===== src/rtl/fetch_pkg.sv =====
// fetch_pkg: shared reset PC default, nop encoding, FSM state type and prefetch entry type
package fetch_pkg;
  localparam logic [31:0] RESET_PC_DEFAULT = 32'h0000_0000;
  localparam logic [31:0] NOP_INSTR = 32'h0000_0000;
  typedef enum logic [1:0] {S_REQ, S_WAIT, S_DISCARD} state_t;
  typedef struct packed {
    logic [31:0] pc;
    logic [31:0] instr;
  } fifo_entry_t;
endpackage


===== src/rtl/fetch_fifo.sv =====
// fetch_fifo: prefetch buffer of {pc, instr} entries (ports: clk, reset async, push/pop/flush, din, dout=head, empty, full)
module fetch_fifo
  import fetch_pkg::*;
#(
  parameter int DEPTH = 2
) (
  input  logic        clk,
  input  logic        reset,
  input  logic        push,
  input  logic        pop,
  input  logic        flush,
  input  fifo_entry_t din,
  output fifo_entry_t dout,
  output logic        empty,
  output logic        full
);
  localparam int AW = $clog2(DEPTH);
  localparam int CW = AW + 1;
  fifo_entry_t mem [DEPTH];
  logic [AW-1:0] rptr, wptr;
  logic [CW-1:0] count;
  logic do_pop;
  assign empty = count == '0;
  assign full = count == CW'(DEPTH);
  assign dout = mem[rptr];
  assign do_pop = pop && !empty;
  always_ff @(posedge clk)
    if (push && !flush) mem[wptr] <= din;
  always_ff @(posedge clk or posedge reset)
    if (reset) begin
      rptr <= '0;
      wptr <= '0;
      count <= '0;
    end else if (flush) begin
      rptr <= '0;
      wptr <= '0;
      count <= '0;
    end else begin
      wptr <= wptr + AW'(push);
      rptr <= rptr + AW'(do_pop);
      count <= count + CW'(push) - CW'(do_pop);
    end
endmodule


===== src/rtl/fetch_unit.sv =====
// fetch_unit: single-outstanding instruction fetcher with prefetch FIFO and redirect flush
// Ports: clk, reset (async, active-high); imem_req/imem_addr/imem_gnt/imem_rvalid/imem_rdata memory side;
// redirect_valid/redirect_target from branch resolution; if_valid/if_instr/if_pc/id_ready to decode;
// perf_fetch_count (consumed-instruction counter) only when FETCH_PERF_EN is defined.
module fetch_unit
  import fetch_pkg::*;
#(
  parameter logic [31:0] RESET_PC = RESET_PC_DEFAULT,
  parameter int FIFO_DEPTH = 2
) (
  input  logic        clk,
  input  logic        reset,
  output logic        imem_req,
  output logic [31:0] imem_addr,
  input  logic        imem_gnt,
  input  logic        imem_rvalid,
  input  logic [31:0] imem_rdata,
  input  logic        redirect_valid,
  input  logic [31:0] redirect_target,
  output logic        if_valid,
  output logic [31:0] if_instr,
  output logic [31:0] if_pc,
  input  logic        id_ready
`ifdef FETCH_PERF_EN
  ,
  output logic [31:0] perf_fetch_count
`endif
);
  state_t state, state_nx;
  logic [31:0] pc, pc_nx, out_pc;
  fifo_entry_t head, din;
  logic empty, full, grant, push, pop, outstanding;
  assign outstanding = state != S_REQ;
  // In S_REQ nothing is outstanding, so the count+outstanding gate reduces to !full
  assign imem_req = !reset && state == S_REQ && !full;
  assign imem_addr = pc;
  assign grant = imem_req && imem_gnt;
  assign push = state == S_WAIT && imem_rvalid && !redirect_valid;
  assign pop = if_valid && id_ready;
  assign din = '{pc: out_pc, instr: imem_rdata};
  assign if_valid = !empty;
  assign if_instr = empty ? NOP_INSTR : head.instr;
  assign if_pc = empty ? 32'h0 : head.pc;
  always_comb begin
    state_nx = state;
    pc_nx = grant ? pc + 32'd4 : pc;
    if (redirect_valid) begin
      pc_nx = redirect_target & ~32'd3;
      // A request still in flight after this cycle must have its data dropped
      state_nx = (outstanding && !imem_rvalid) || grant ? S_DISCARD : S_REQ;
    end else if (state == S_REQ)
      state_nx = grant ? S_WAIT : S_REQ;
    else if (imem_rvalid)
      state_nx = S_REQ;
  end
  always_ff @(posedge clk or posedge reset)
    if (reset) begin
      state <= S_REQ;
      pc <= RESET_PC;
      out_pc <= '0;
    end else begin
      state <= state_nx;
      pc <= pc_nx;
      if (grant) out_pc <= pc;
    end
  fetch_fifo #(.DEPTH(FIFO_DEPTH)) u_fifo (
    .clk(clk),
    .reset(reset),
    .push(push),
    .pop(pop),
    .flush(redirect_valid),
    .din(din),
    .dout(head),
    .empty(empty),
    .full(full)
  );
`ifdef FETCH_PERF_EN
  always_ff @(posedge clk or posedge reset)
    if (reset) perf_fetch_count <= '0;
    else if (pop) perf_fetch_count <= perf_fetch_count + 32'd1;
`endif
endmodule


===== config.mk =====
export PLATFORM = sky130hd
export DESIGN_NAME = fetch_unit
export DESIGN_NICKNAME = d
export VERILOG_FILES = /design/src/rtl/fetch_pkg.sv /design/src/rtl/fetch_fifo.sv /design/src/rtl/fetch_unit.sv
export SDC_FILE = /design/constraint.sdc
export NUM_CORES = 1
export LEC_CHECK = 0
export ABC_AREA = 1
export BUFFER_PORTS_ARGS = -buffer_cell sky130_fd_sc_hd__clkbuf_2
export CORE_MARGIN = 5
export CORE_UTILIZATION = 55
export CTS_CLUSTER_SIZE = 12
export DETAILED_ROUTE_END_ITERATION = 10
export PLACE_DENSITY = 0.78
export SLEW_MARGIN = 20
export SYNTH_ARGS = -nofsm -noshare
export SYNTH_HDL_FRONTEND = slang
export SYNTH_SLANG_ARGS = --single-unit

===== constraint.sdc =====
create_clock -name clk -period 3.8 [get_ports clk]
set_input_delay 0.76 -clock clk [delete_from_list [all_inputs] [get_ports clk]]
set_output_delay 0.76 -clock clk [all_outputs]
set_load 0.03 [all_outputs]

After elaboration in Yosys (flattened, before gate mapping)
Memories as Yosys holds them, arrays and structs flattened.
Index checks and enable logic that the tools add are counted.
{"block": "op_classes", "reduce_logical": 20, "mux": 14, "eq_ne": 2, "n_addsub": 5}
{"operator": "two-way mux 32 bit", "n": 4}
{"operator": "adder 32 x 3 -> 32 bit (second input constant)", "n": 1}
{"operator": "two-way mux 2 bit", "n": 5}
{"operator": "logical AND 1 bit", "n": 9}
{"operator": "zero test 1 bit", "n": 5}
{"operator": "two-way mux 1 bit", "n": 5}
{"operator": "zero test 2 bit", "n": 2}
{"operator": "nonzero test 2 bit", "n": 2}
{"operator": "nonzero test 3 bit", "n": 1}
{"operator": "adder 1 bit", "n": 2}
{"operator": "adder 2 x 1 -> 2 bit", "n": 1}
{"operator": "== test 2 x 1 -> 1 bit (second input constant)", "n": 1}
{"operator": "== test 2 bit (second input constant)", "n": 1}
{"operator": "subtractor 2 x 1 -> 2 bit", "n": 1}
{"operator": "logical OR 1 bit", "n": 1}
{"block": "totals", "out_inout_bits": 98, "ram_bits": 128, "input_bits": 70, "mem_count": 1, "ff_bits": 70}
{"name": "u_fifo.mem", "words": 2, "width": 64, "rd": 1, "rd_clocked_by_memory_dff": 0, "write_ports": 1, "line_no": "fetch_fifo.sv:19", "source": "fifo_entry_t mem [DEPTH];"}

Longest topological paths before layout
Gate-level depths: netlist (run 1).
{"block": "depth", "ltp_word": 7, "mapped_depth": 9}

Hierarchy
Synthesis (run 1) repeated with hierarchy kept, for this count alone.
{"block": "hier_totals", "cells_unflattened": 850, "hier_area_um2": 8963.6}
{"mod": "fetch_fifo", "cells_each": 235, "area_each_um2": 5014.8, "n_inst": 1, "seq_area_each_um2": 3943.8}
{"mod": "fetch_unit", "cells_each": 615, "area_each_um2": 3948.8, "n_inst": 1, "seq_area_each_um2": 1551.5}

Least setup slack after synthesis (run 1)
Ideal clock, no wire load.
{"block": "synth_path", "kind": "input-to-reg", "startpoint": "in redirect_valid", "endpoint": "mem u_fifo.mem[1][0] (netlist bit), enable pin", "slack_ns": 0.247, "t_required_ns": 3.373, "setup_time_ns": 0.427, "path_stages": 5, "arrival_time_ns": 3.126, "path_cell_list": "clkbuf_1 > buf_2 > buf_2 > nor3_1 > ha_1"}
{"block": "synth_between", "elab_chain_len": 5}
{"item": "start, declared", "line_no": "fetch_unit.sv:18", "source": "input logic redirect_valid,"}
{"item": "zero test 1 bit (*)", "line_no": "fetch_fifo.sv:28, fetch_unit.sv:38"}
{"item": "logical AND 1 bit", "line_no": "fetch_unit.sv:38", "source": "assign push = state == S_WAIT && imem_rvalid && !redirect_valid;"}
{"item": "logical AND 1 bit (*)", "line_no": "fetch_fifo.sv:28", "source": "if (push && !flush) mem[wptr] <= din;"}
{"item": "two-way mux 1 bit (*)", "line_no": "fetch_fifo.sv:28"}
{"item": "two-way mux 1 bit (not written as such) (*)", "line_no": "fetch_fifo.sv:28"}
{"item": "end, declared", "line_no": "fetch_fifo.sv:19"}
Every way passes the cells marked *; elsewhere a longest branch is shown, timed or not.

Worst setup path after layout (run 1)
{"block": "layout_path", "startpoint": "reg u_fifo.rptr", "endpoint": "out if_instr[14]"}
{"block": "layout_between", "elab_chain_len": 2}
{"item": "start, declared", "line_no": "fetch_fifo.sv:20", "source": "logic [AW-1:0] rptr, wptr;"}
{"item": "start signal, assigned", "line_no": "fetch_fifo.sv:40", "source": "rptr <= rptr + AW'(do_pop);"}
{"item": "memory read (2 x 64 bit)"}
{"item": "two-way mux 32 bit", "line_no": "fetch_unit.sv:42", "source": "assign if_instr = empty ? NOP_INSTR : head.instr;"}
{"item": "end, declared", "line_no": "fetch_unit.sv:21", "source": "output logic [31:0] if_instr,"}
Every way passes these cells.

==> results.json, run 1 <==
{
  "yosysTopAreaCell": "edfxtp_1",
  "postCtsHoldBufs": 0,
  "slew-limit-headroom_pct": 43.2,
  "via_per_inst": 5.25,
  "end_kind": "output port",
  "pwr-share-clk_pct": 26.4,
  "crit_chain": "inv_2, buf_4, nand2_1, a21oi_1, clkbuf_2",
  "yosys_warnings": 0,
  "antenna_cells": 0,
  "p_int_w": 0.00411,
  "drt_iter0_markers": 535,
  "maxCapViolCount": 0,
  "ys_types": 26,
  "tritoncts": "done",
  "peakVddDrop_v": 0.000358,
  "hold_path_depth": 0,
  "seq_area_frac_synth_pct": 65.0,
  "antenna_found_initial": 0,
  "post-route-min-period_ns": 3.05,
  "cts.clk_slew.worst_paths_ns": 0.06,
  "post-dp-hpwl_mm": 12.2,
  "area_delta_synth_final_pct": 18.5,
  "start_util_pct": 56.4,
  "setup_viol": 0,
  "clock_skew_ns": 0.00961,
  "core_area_sq_um": 14600,
  "critPathMaxStageDelay_ns": 0.53,
  "grt_pass1_wl_mm": 29.6,
  "clock-sinks": 190,
  "pwr-share-comb_pct": 31.2,
  "tns_ns": 0,
  "worstPathRequired_ns": 3.04,
  "ys_top_cells_by_area": "edfxtp_1 (45%), dfrtp_1 (20%), nand2_1 (13%), a21oi_1 (3.8%), nand3_1 (3.6%)",
  "netSwitchingFraction_pct": 38.0,
  "drtPass1Iterations": 5,
  "hold_path.class": "flop to flop",
  "maxSlewViolCount": 0,
  "drc": 0,
  "drive_gt1_share_pct": 22.3,
  "root_buffer": "clkbuf_16",
  "reg2reg_depth": 4,
  "fmax_mhz": 328,
  "cts_max_path_buffers": 2,
  "p_sw_w": 0.00252,
  "setup_slack_ns": 0.747,
  "rows": 44,
  "crit_type": "flop to output port",
  "cpMaxStageDelayCell": "inv_2",
  "cts_buffers": 17,
  "fin_crit_sh_pct": 80.4,
  "synth.most_common_cell": "nand2_1",
  "fin_nets": 1067,
  "ctsResizeCount": 0,
  "wire_per_inst_microns": 15.6,
  "yosys-top-cells-count": "nand2_1 (286), edfxtp_1 (124), dfrtp_1 (66), a21oi_1 (63), inv_1 (61)",
  "hold_viol_final": 0,
  "synth_edf_count": 124,
  "die_h_microns": 133,
  "status": "complete, no violations",
  "pre_cts_ws_ns": 0.930,
  "syn-cell-area_sq_um": 8260,
  "postCtsSetupBuffers": 0,
  "rsz0062_at_grt": "no",
  "gp_congestion": 0.885,
  "ant_nets": 0,
  "grt_pass1_vias": 5937,
  "seqPwrFrac_pct": 42.4,
  "grt-ovfl-total": 0,
  "syn_inst": 840,
  "crit_path_start_kind": "flop",
  "port_buffers": 161,
  "synth_top_cell_area_share_pct": 45.1,
  "tightestPinTransition_ns": 0.851,
  "grt_max_degree": 67,
  "cellPowerDensity_nw_per_um2": 676,
  "synth_ff_type": "edfxtp_1",
  "crit_arrival_ns": 2.29,
  "dieArea_sq_um": 17600,
  "htree_levels": 4,
  "p_leak_nw": 4.30,
  "wl_mm": 18.5,
  "clock_latency_ns": 0.42,
  "fp.dieW_microns": 133,
  "postSynthAreaPerCell_sq_um": 9.84,
  "ios": 168,
  "ys_async_sr_fraction_pct": 34.7,
  "cp_top_family": "buffers and inverters",
  "synth-seq-cells": 190,
  "vias": 6248,
  "critPathBufInv": 3,
  "crit_fanout": 40,
  "grt.total_usage_pct": 21.1,
  "critical_path_depth": 5
}
-- sequential cells by signal, indices dropped and copies added, names as in the netlist --
register      cells
state             2
u_fifo.count      2
out_pc           30
u_fifo.mem      124
u_fifo.wptr       1
u_fifo.rptr       1
imem_addr        30
-- per-stage QoR --
| step | total power [W] | std cells | area [sq um] | util (%) | hold slack (ns) |
|---|---|---|---|---|---|
| global route | 0.00696 | 1189 | 9800 | 66.9 | 0.489 |
| floorplan | 0.00424 | 843 | 8280 | - | 0.442 |
| CTS | 0.00667 | 1189 | 9800 | 66.9 | 0.468 |
| detailed placement | 0.00492 | 1157 | 9210 | 62.9 | 0.453 |
| finish | 0.00662 | 1189 | 9800 | 66.9 | 0.469 |
| global placement | 0.00486 | 1157 | 9210 | 62.9 | 0.448 |
-- worst paths after layout --
path                                       start                     endpoint  slack [ns]
max in group asynchronous                  reset        u_fifo.rptr$_DFF_PP0_        2.56
min in group asynchronous                  reset        out_pc[6]$_DFFE_PP0P_        0.65
max reg2reg                 state[0]$_DFFE_PP0P_  u_fifo.mem[1][51]$_DFFE_PP_        1.65
min reg2reg                out_pc[6]$_DFFE_PP0P_  u_fifo.mem[0][38]$_DFFE_PP_        0.47
min                        out_pc[6]$_DFFE_PP0P_  u_fifo.mem[0][38]$_DFFE_PP_        0.47
max                        u_fifo.rptr$_DFF_PP0_                 if_instr[14]        0.75
-- worst register-to-register path, cell delays in order (launching register included) --
cell	delay, ns
dfrtp_1	0.41
nand2_1	0.08
nor3_1	0.33
ha_2	0.26
buf_4	0.62
-- per-layer routing --
metal	part of all wire, %	global-route usage [%]
met5	0	0
met4	2.2	6.93
met3	6.8	4.29
met2	47	33.7
met1	44	29.2
-- logic make-up (layout without fill, tap and decap cells) --
group | count (synthesis) | count (layout) | share of synthesized area (%)
AOI/OAI and AO/OA | 125 | 125 | 7.75
xor gates and xnor gates | 3 | 3 | 0.318
adders and majority gates | 5 | 5 | 0.757
buffers and inverters | 103 | 265 | 5.07
DFF | 190 | 190 | 65.0
other | 1 | 4 | 0.0454
and+or+nand+nor | 413 | 413 | 21.0
-- cell usage in the layout, fill, tap and decap left out, types with 3 or more instances in the layout --
cell type | synthesis | layout
o211ai_1 | 6 | 6
o21ai_1 | 13 | 13
nor2_4 | 7 | 8
edfxtp_1 | 124 | 124
clkbuf_2 | 0 | 161
conb_1 | 1 | 4
buf_4 | 6 | 9
o21ai_0 | 43 | 43
clkinv_4 | 0 | 3
nor2_2 | 5 | 5
nand3_1 | 60 | 60
dfrtp_1 | 66 | 65
a21oi_1 | 63 | 63
nor3_1 | 5 | 5
clkinv_2 | 0 | 4
inv_1 | 61 | 60
inv_2 | 2 | 3
clkbuf_16 | 0 | 17
ha_1 | 5 | 3
nor2_1 | 44 | 43
nand2_1 | 286 | 286
clkbuf_8 | 0 | 3
-- power groups by stage --
stage | combinational [W] | sequential [W] | clock [W]
floorplan | 0.00138 | 0.00286 | 0
global placement | 0.00203 | 0.00282 | 0
detailed placement | 0.00208 | 0.00284 | 0
CTS | 0.00210 | 0.00280 | 0.00177
global route | 0.00226 | 0.00284 | 0.00186
finish | 0.00207 | 0.00281 | 0.00175
-- area by class of cell --
type	instances	area (sq um)
inverters	63	236
clock inverters	10	113
repair buffers	170	873
fillers	1163	4850
multi-input cells	550	2490
well taps	184	230
clock buffers	22	474
flip-flops and latches	190	5380
Power figures use the tool's default switching activity.
==> inputs of run 2 (changes only) <==
- clock period: 3.8 -> 3.1 ns (I/O delays scaled with it)
==> results.json, run 2 (synthesis gave the netlist of run 1 again) <==
{
  "post-route-min-period_ns": 2.67,
  "gp_congestion": 0.894,
  "cts_buffers": 17,
  "end_kind": "output port",
  "p_int_w": 0.00515,
  "r2r_start": "u_fifo.count[1]$_DFF_PP0_",
  "fin_crit_sh_pct": 86.3,
  "die_h_microns": 133,
  "regMostFlops": "u_fifo.mem",
  "critPathMaxStageDelay_ns": 0.64,
  "drtPass1Iterations": 5,
  "root_buffer": "clkbuf_16",
  "p_sw_w": 0.00310,
  "post-dp-hpwl_mm": 12.7,
  "num-fill-cells": 1160,
  "cellPowerDensity_nw_per_um2": 831,
  "hold_path_depth": 1,
  "grt_pass1_wl_mm": 30.9,
  "drive_gt1_share_pct": 22.5,
  "fin_nets": 1070,
  "grt.total_usage_pct": 21.9,
  "peakVddDrop_v": 0.000414,
  "cts_max_path_buffers": 2,
  "clock_latency_ns": 0.42,
  "fp.dieW_microns": 133,
  "layout_commonest_cell": "nand2_1",
  "area_delta_synth_final_pct": 20.1,
  "worstPathRequired_ns": 2.48,
  "postCtsSetupBuffers": 0,
  "drc": 0,
  "ant_nets": 0,
  "p_leak_nw": 4.34,
  "crit_start": "u_fifo.count[1]$_DFF_PP0_",
  "grt-ovfl-total": 0,
  "tritoncts": "done",
  "port_buffers": 161,
  "wl_mm": 18.8,
  "ios": 168,
  "pwr-share-comb_pct": 31.2,
  "hold_viol_final": 0,
  "r2r_end": "u_fifo.count[1]$_DFF_PP0_",
  "core_area_sq_um": 14600,
  "ctsResizeCount": 0,
  "clock-sinks": 190,
  "vias": 6311,
  "maxCapViolCount": 0,
  "rows": 44,
  "setup_viol": 0,
  "crit_path_start_kind": "flop",
  "reg2reg_depth": 7,
  "seqPwrFrac_pct": 41.9,
  "status": "complete, no violations",
  "pwr-share-clk_pct": 26.9,
  "cpMaxStageDelayCell": "nor2_4",
  "worstSetupEndpoint": "if_instr[7]",
  "antenna_found_initial": 0,
  "rsz0062_at_grt": "no",
  "crit_arrival_ns": 2.05,
  "wire_per_inst_microns": 15.8,
  "tightestPinTransition_ns": 0.845,
  "maxSlewViolCount": 0,
  "critPathBufInv": 2,
  "grt_max_degree": 67,
  "crit_type": "flop to output port",
  "slew-limit-headroom_pct": 43.6,
  "htree_levels": 4,
  "power_w": 0.00825,
  "cp_top_family": "simple AND/OR/NAND/NOR gates",
  "antenna_cells": 0,
  "fin_util_pct": 67.8,
  "mostFrequentLayoutCells": "nand2_1 (286), clkbuf_2 (161), edfxtp_1 (124)",
  "critical_path_depth": 4,
  "r2r_slack_ns": 1.00,
  "drt_iter0_markers": 498,
  "hold_path.class": "input port to flop",
  "postCtsHoldBufs": 0,
  "crit_fanout": 30,
  "netSwitchingFraction_pct": 37.6,
  "cts.clk_slew.worst_paths_ns": 0.06,
  "crit_chain": "nor2_4, buf_4, a21oi_1, clkbuf_2",
  "grt_pass1_vias": 6138,
  "via_per_inst": 5.29,
  "fmax_mhz": 374,
  "start_util_pct": 56.4,
  "clock_skew_ns": 0.00763,
  "dieArea_sq_um": 17600,
  "largest_reg_flops": 124
}
run 2: changes by cell type in the layout (fill, tap and decap cells not counted):
cell,before,now
clkbuf_16,17,19
clkinv_4,3,2
clkinvlp_4,0,1
buf_12,0,6
inv_4,1,0
buf_4,9,6
clkbuf_8,3,2
run 2: layout make-up:
| type | count | area, sq um | area share [%] |
|---|---|---|---|
| Clock buffer | 23 | 510 | 5.14 |
| Clock inverter | 9 | 105 | 1.06 |
| Inverter | 63 | 236 | 2.38 |
| Multi-Input combinational cell | 550 | 2490 | 25.1 |
| Sequential cell | 190 | 5380 | 54.2 |
| Tap cell | 184 | 230 | 2.32 |
| Timing Repair Buffer | 173 | 971 | 9.78 |
run 2: how the worst min path moves through the flow:
| stage | slack, ns | to | start |
|---|---|---|---|
| after floorplan | 0.44 | u_fifo.mem[0][34]$_DFFE_PP_ | out_pc[2]$_DFFE_PP0P_ |
| after global placement | 0.45 | u_fifo.mem[0][56]$_DFFE_PP_ | out_pc[24]$_DFFE_PP0P_ |
| after detailed placement | 0.46 | u_fifo.mem[1][60]$_DFFE_PP_ | out_pc[28]$_DFFE_PP0P_ |
| after CTS | 0.37 | u_fifo.mem[0][21]$_DFFE_PP_ | imem_rdata[21] |
| after global routing | 0.36 | u_fifo.mem[1][6]$_DFFE_PP_ | imem_rdata[6] |
| final | 0.39 | u_fifo.mem[1][17]$_DFFE_PP_ | imem_rdata[17] |
run 2: power groups by stage:
stage	Sequential [W]	Combinational (W)	Clock (W)
after floorplan	0.00350	0.00169	0
after global placement	0.00346	0.00254	0
after detailed placement	0.00349	0.00259	0
after CTS	0.00345	0.00260	0.00225
after global routing	0.00350	0.00282	0.00236
final	0.00345	0.00258	0.00222
run 2: worst reg2reg max path, cell delays in order, from the launching register on:
cell	delay [ns]
dfrtp_1	0.43
nor2_4	0.64
nor2_1	0.15
ha_1	0.32
inv_1	0.04
ha_1	0.19
xor2_1	0.15
nor2_1	0.05
run 2: through the flow:
| stage | std cells | setup TNS, ns | hold WS, ns | setup slack, ns | instance area [sq um] |
|---|---|---|---|---|---|
| 2_1_floorplan | 843 | -38.84 | 0.442 | -0.313 | 8280 |
| 3_3_place_gp | 1160 | 0 | 0.449 | 0.828 | 9310 |
| 3_5_place_dp | 1160 | 0 | 0.458 | 0.822 | 9310 |
| 4_1_cts | 1192 | 0 | 0.368 | 0.385 | 9920 |
| 5_1_grt | 1192 | 0 | 0.364 | 0.282 | 9920 |
| 6_report | 1192 | 0 | 0.388 | 0.425 | 9920 |
run 2: metal layers:
layer	vias up	wire length (microns)	global-route usage (%)	share of wire [%]
li1	3085	-	-	-
met1	2949	8030	30.2	43
met2	250	9030	35.6	48
met3	27	1410	4.78	7.5
met4	0	317	6.12	1.7
met5	-	0	0	0
==> inputs of run 3 (changes only) <==
- BUFFER_PORTS_ARGS: -buffer_cell sky130_fd_sc_hd__clkbuf_2 -> -buffer_cell sky130_fd_sc_hd__buf_2
==> results.json, run 3 (synthesis gave the netlist of run 1 again) <==
{
  "end_kind": "output port",
  "cp_top_family": "buffers and inverters",
  "setup_viol": 0,
  "ant_nets": 0,
  "start_util_pct": 56.4,
  "antenna_cells": 0,
  "hold_path.class": "input port to flop",
  "crit_chain": "inv_2, buf_12, nand2_1, a21oi_1, buf_2",
  "drc": 0,
  "ctsResizeCount": 0,
  "dieArea_sq_um": 17600,
  "rows": 44,
  "maxCapViolCount": 0,
  "final_area_sq_um": 9880,
  "post-route-min-period_ns": 2.63,
  "cts_max_path_buffers": 2,
  "tightestPinTransition_ns": 0.848,
  "wire_per_inst_microns": 15.9,
  "post-dp-hpwl_mm": 12.7,
  "crit_fanout": 33,
  "rsz0062_at_grt": "no",
  "grt_pass1_wl_mm": 31.1,
  "worstPathRequired_ns": 2.48,
  "hold_viol_final": 0,
  "crit_path_start_kind": "flop",
  "tns_ns": 0,
  "cts_buffers": 17,
  "p_leak_nw": 4.36,
  "critPathMaxStageDelay_ns": 0.46,
  "drtPass1Iterations": 5,
  "mostFrequentLayoutCells": "nand2_1 (286), buf_2 (161), edfxtp_1 (124)",
  "grt_max_degree": 67,
  "crit_start": "u_fifo.rptr$_DFF_PP0_",
  "clock_latency_ns": 0.42,
  "cellPowerDensity_nw_per_um2": 836,
  "cpMaxStageDelayCell": "inv_2",
  "root_buffer": "clkbuf_16",
  "grt_pass1_vias": 6266,
  "fin_nets": 1067,
  "status": "complete, no violations",
  "slew-limit-headroom_pct": 43.5,
  "drt_iter0_markers": 365,
  "wl_mm": 18.9,
  "cts.clk_slew.worst_paths_ns": 0.07,
  "postCtsSetupBuffers": 0,
  "hp-start": "imem_rdata[8]",
  "maxSlewViolCount": 0,
  "crit_arrival_ns": 2.01,
  "num-fill-cells": 1143,
  "area_delta_synth_final_pct": 19.6,
  "grt.total_usage_pct": 22.0,
  "vias": 6276,
  "fin_crit_sh_pct": 84.8,
  "htree_levels": 4,
  "drive_gt1_share_pct": 22.2,
  "crit_type": "flop to output port",
  "peakVddDrop_v": 0.000392,
  "fp.dieW_microns": 133,
  "tritoncts": "done",
  "die_h_microns": 133,
  "postCtsHoldBufs": 0,
  "core_area_sq_um": 14600,
  "fin_util_pct": 67.5,
  "port_buffers": 161,
  "antenna_found_initial": 1,
  "whs_ns": 0.391,
  "fmax_mhz": 381,
  "layout_commonest_cell": "nand2_1",
  "clock_skew_ns": 0.00724,
  "regMostFlops": "u_fifo.mem",
  "grt-ovfl-total": 0,
  "gp_congestion": 0.881,
  "clock-sinks": 190,
  "ios": 168,
  "r2r_start": "u_fifo.count[1]$_DFF_PP0_",
  "critPathBufInv": 3,
  "via_per_inst": 5.28,
  "largest_reg_flops": 124,
  "place_area_sq_um": 9260
}
[run 3: worst paths after layout]
kind | end | slack (ns) | cells past startpoint
setup / recovery | if_instr[14] | 0.47 | 5
hold / removal | u_fifo.mem[1][8]$_DFFE_PP_ | 0.39 | 1
setup reg to reg | u_fifo.count[1]$_DFF_PP0_ | 0.90 | 8
hold reg to reg | u_fifo.mem[0][49]$_DFFE_PP_ | 0.48 | 0
max in group asynchronous | u_fifo.rptr$_DFF_PP0_ | 1.98 | 3
min in group asynchronous | out_pc[5]$_DFFE_PP0P_ | 0.52 | 3
[run 3: area by class of cell]
| type | instances | area (sq um) | area share [%] |
|---|---|---|---|
| clock buffer | 25 | 528 | 5.34 |
| clock inverter | 7 | 96.3 | 0.975 |
| inverter | 63 | 236 | 2.39 |
| multi-input combinational | 550 | 2490 | 25.2 |
| timing repair buffer | 170 | 923 | 9.34 |
| sequential | 190 | 5380 | 54.4 |
| tap | 184 | 230 | 2.33 |
[run 3: per-layer routing]
layer	global-route usage (%)	vias up	share of wire, %
met5	0	-	0.064
met4	7.45	2	2.0
met3	4.52	30	5.9
met2	36.8	216	49
met1	28.9	2940	43
li1	-	3088	-
[run 3: worst reg2reg max path, delay by kind of cell (launching register included)]
family	cells	cell delay [ns]
flops	1	0.43
fa+ha+maj	2	0.50
simple gates	3	0.60
buf+inv	2	0.33
xor+xnor	1	0.21
[run 3: per-stage QoR]
stage / setup WS, ns / total power, W / cells
3_5_place_dp: 0.655 / 0.00606 / 1157
2_1_floorplan: -0.313 / 0.00519 / 843
3_3_place_gp: 0.757 / 0.00597 / 1157
6_report: 0.473 / 0.00827 / 1189
4_1_cts: 0.450 / 0.00832 / 1189
5_1_grt: 0.300 / 0.00869 / 1189
[run 3: power by group]
group	leakage (nW)	switching, W	internal [W]
clock network	0.305	0.000898	0.00136
logic	2.11	0.00188	0.000684
registers	1.95	0.000317	0.00314
total	4.36	0.00309	0.00518
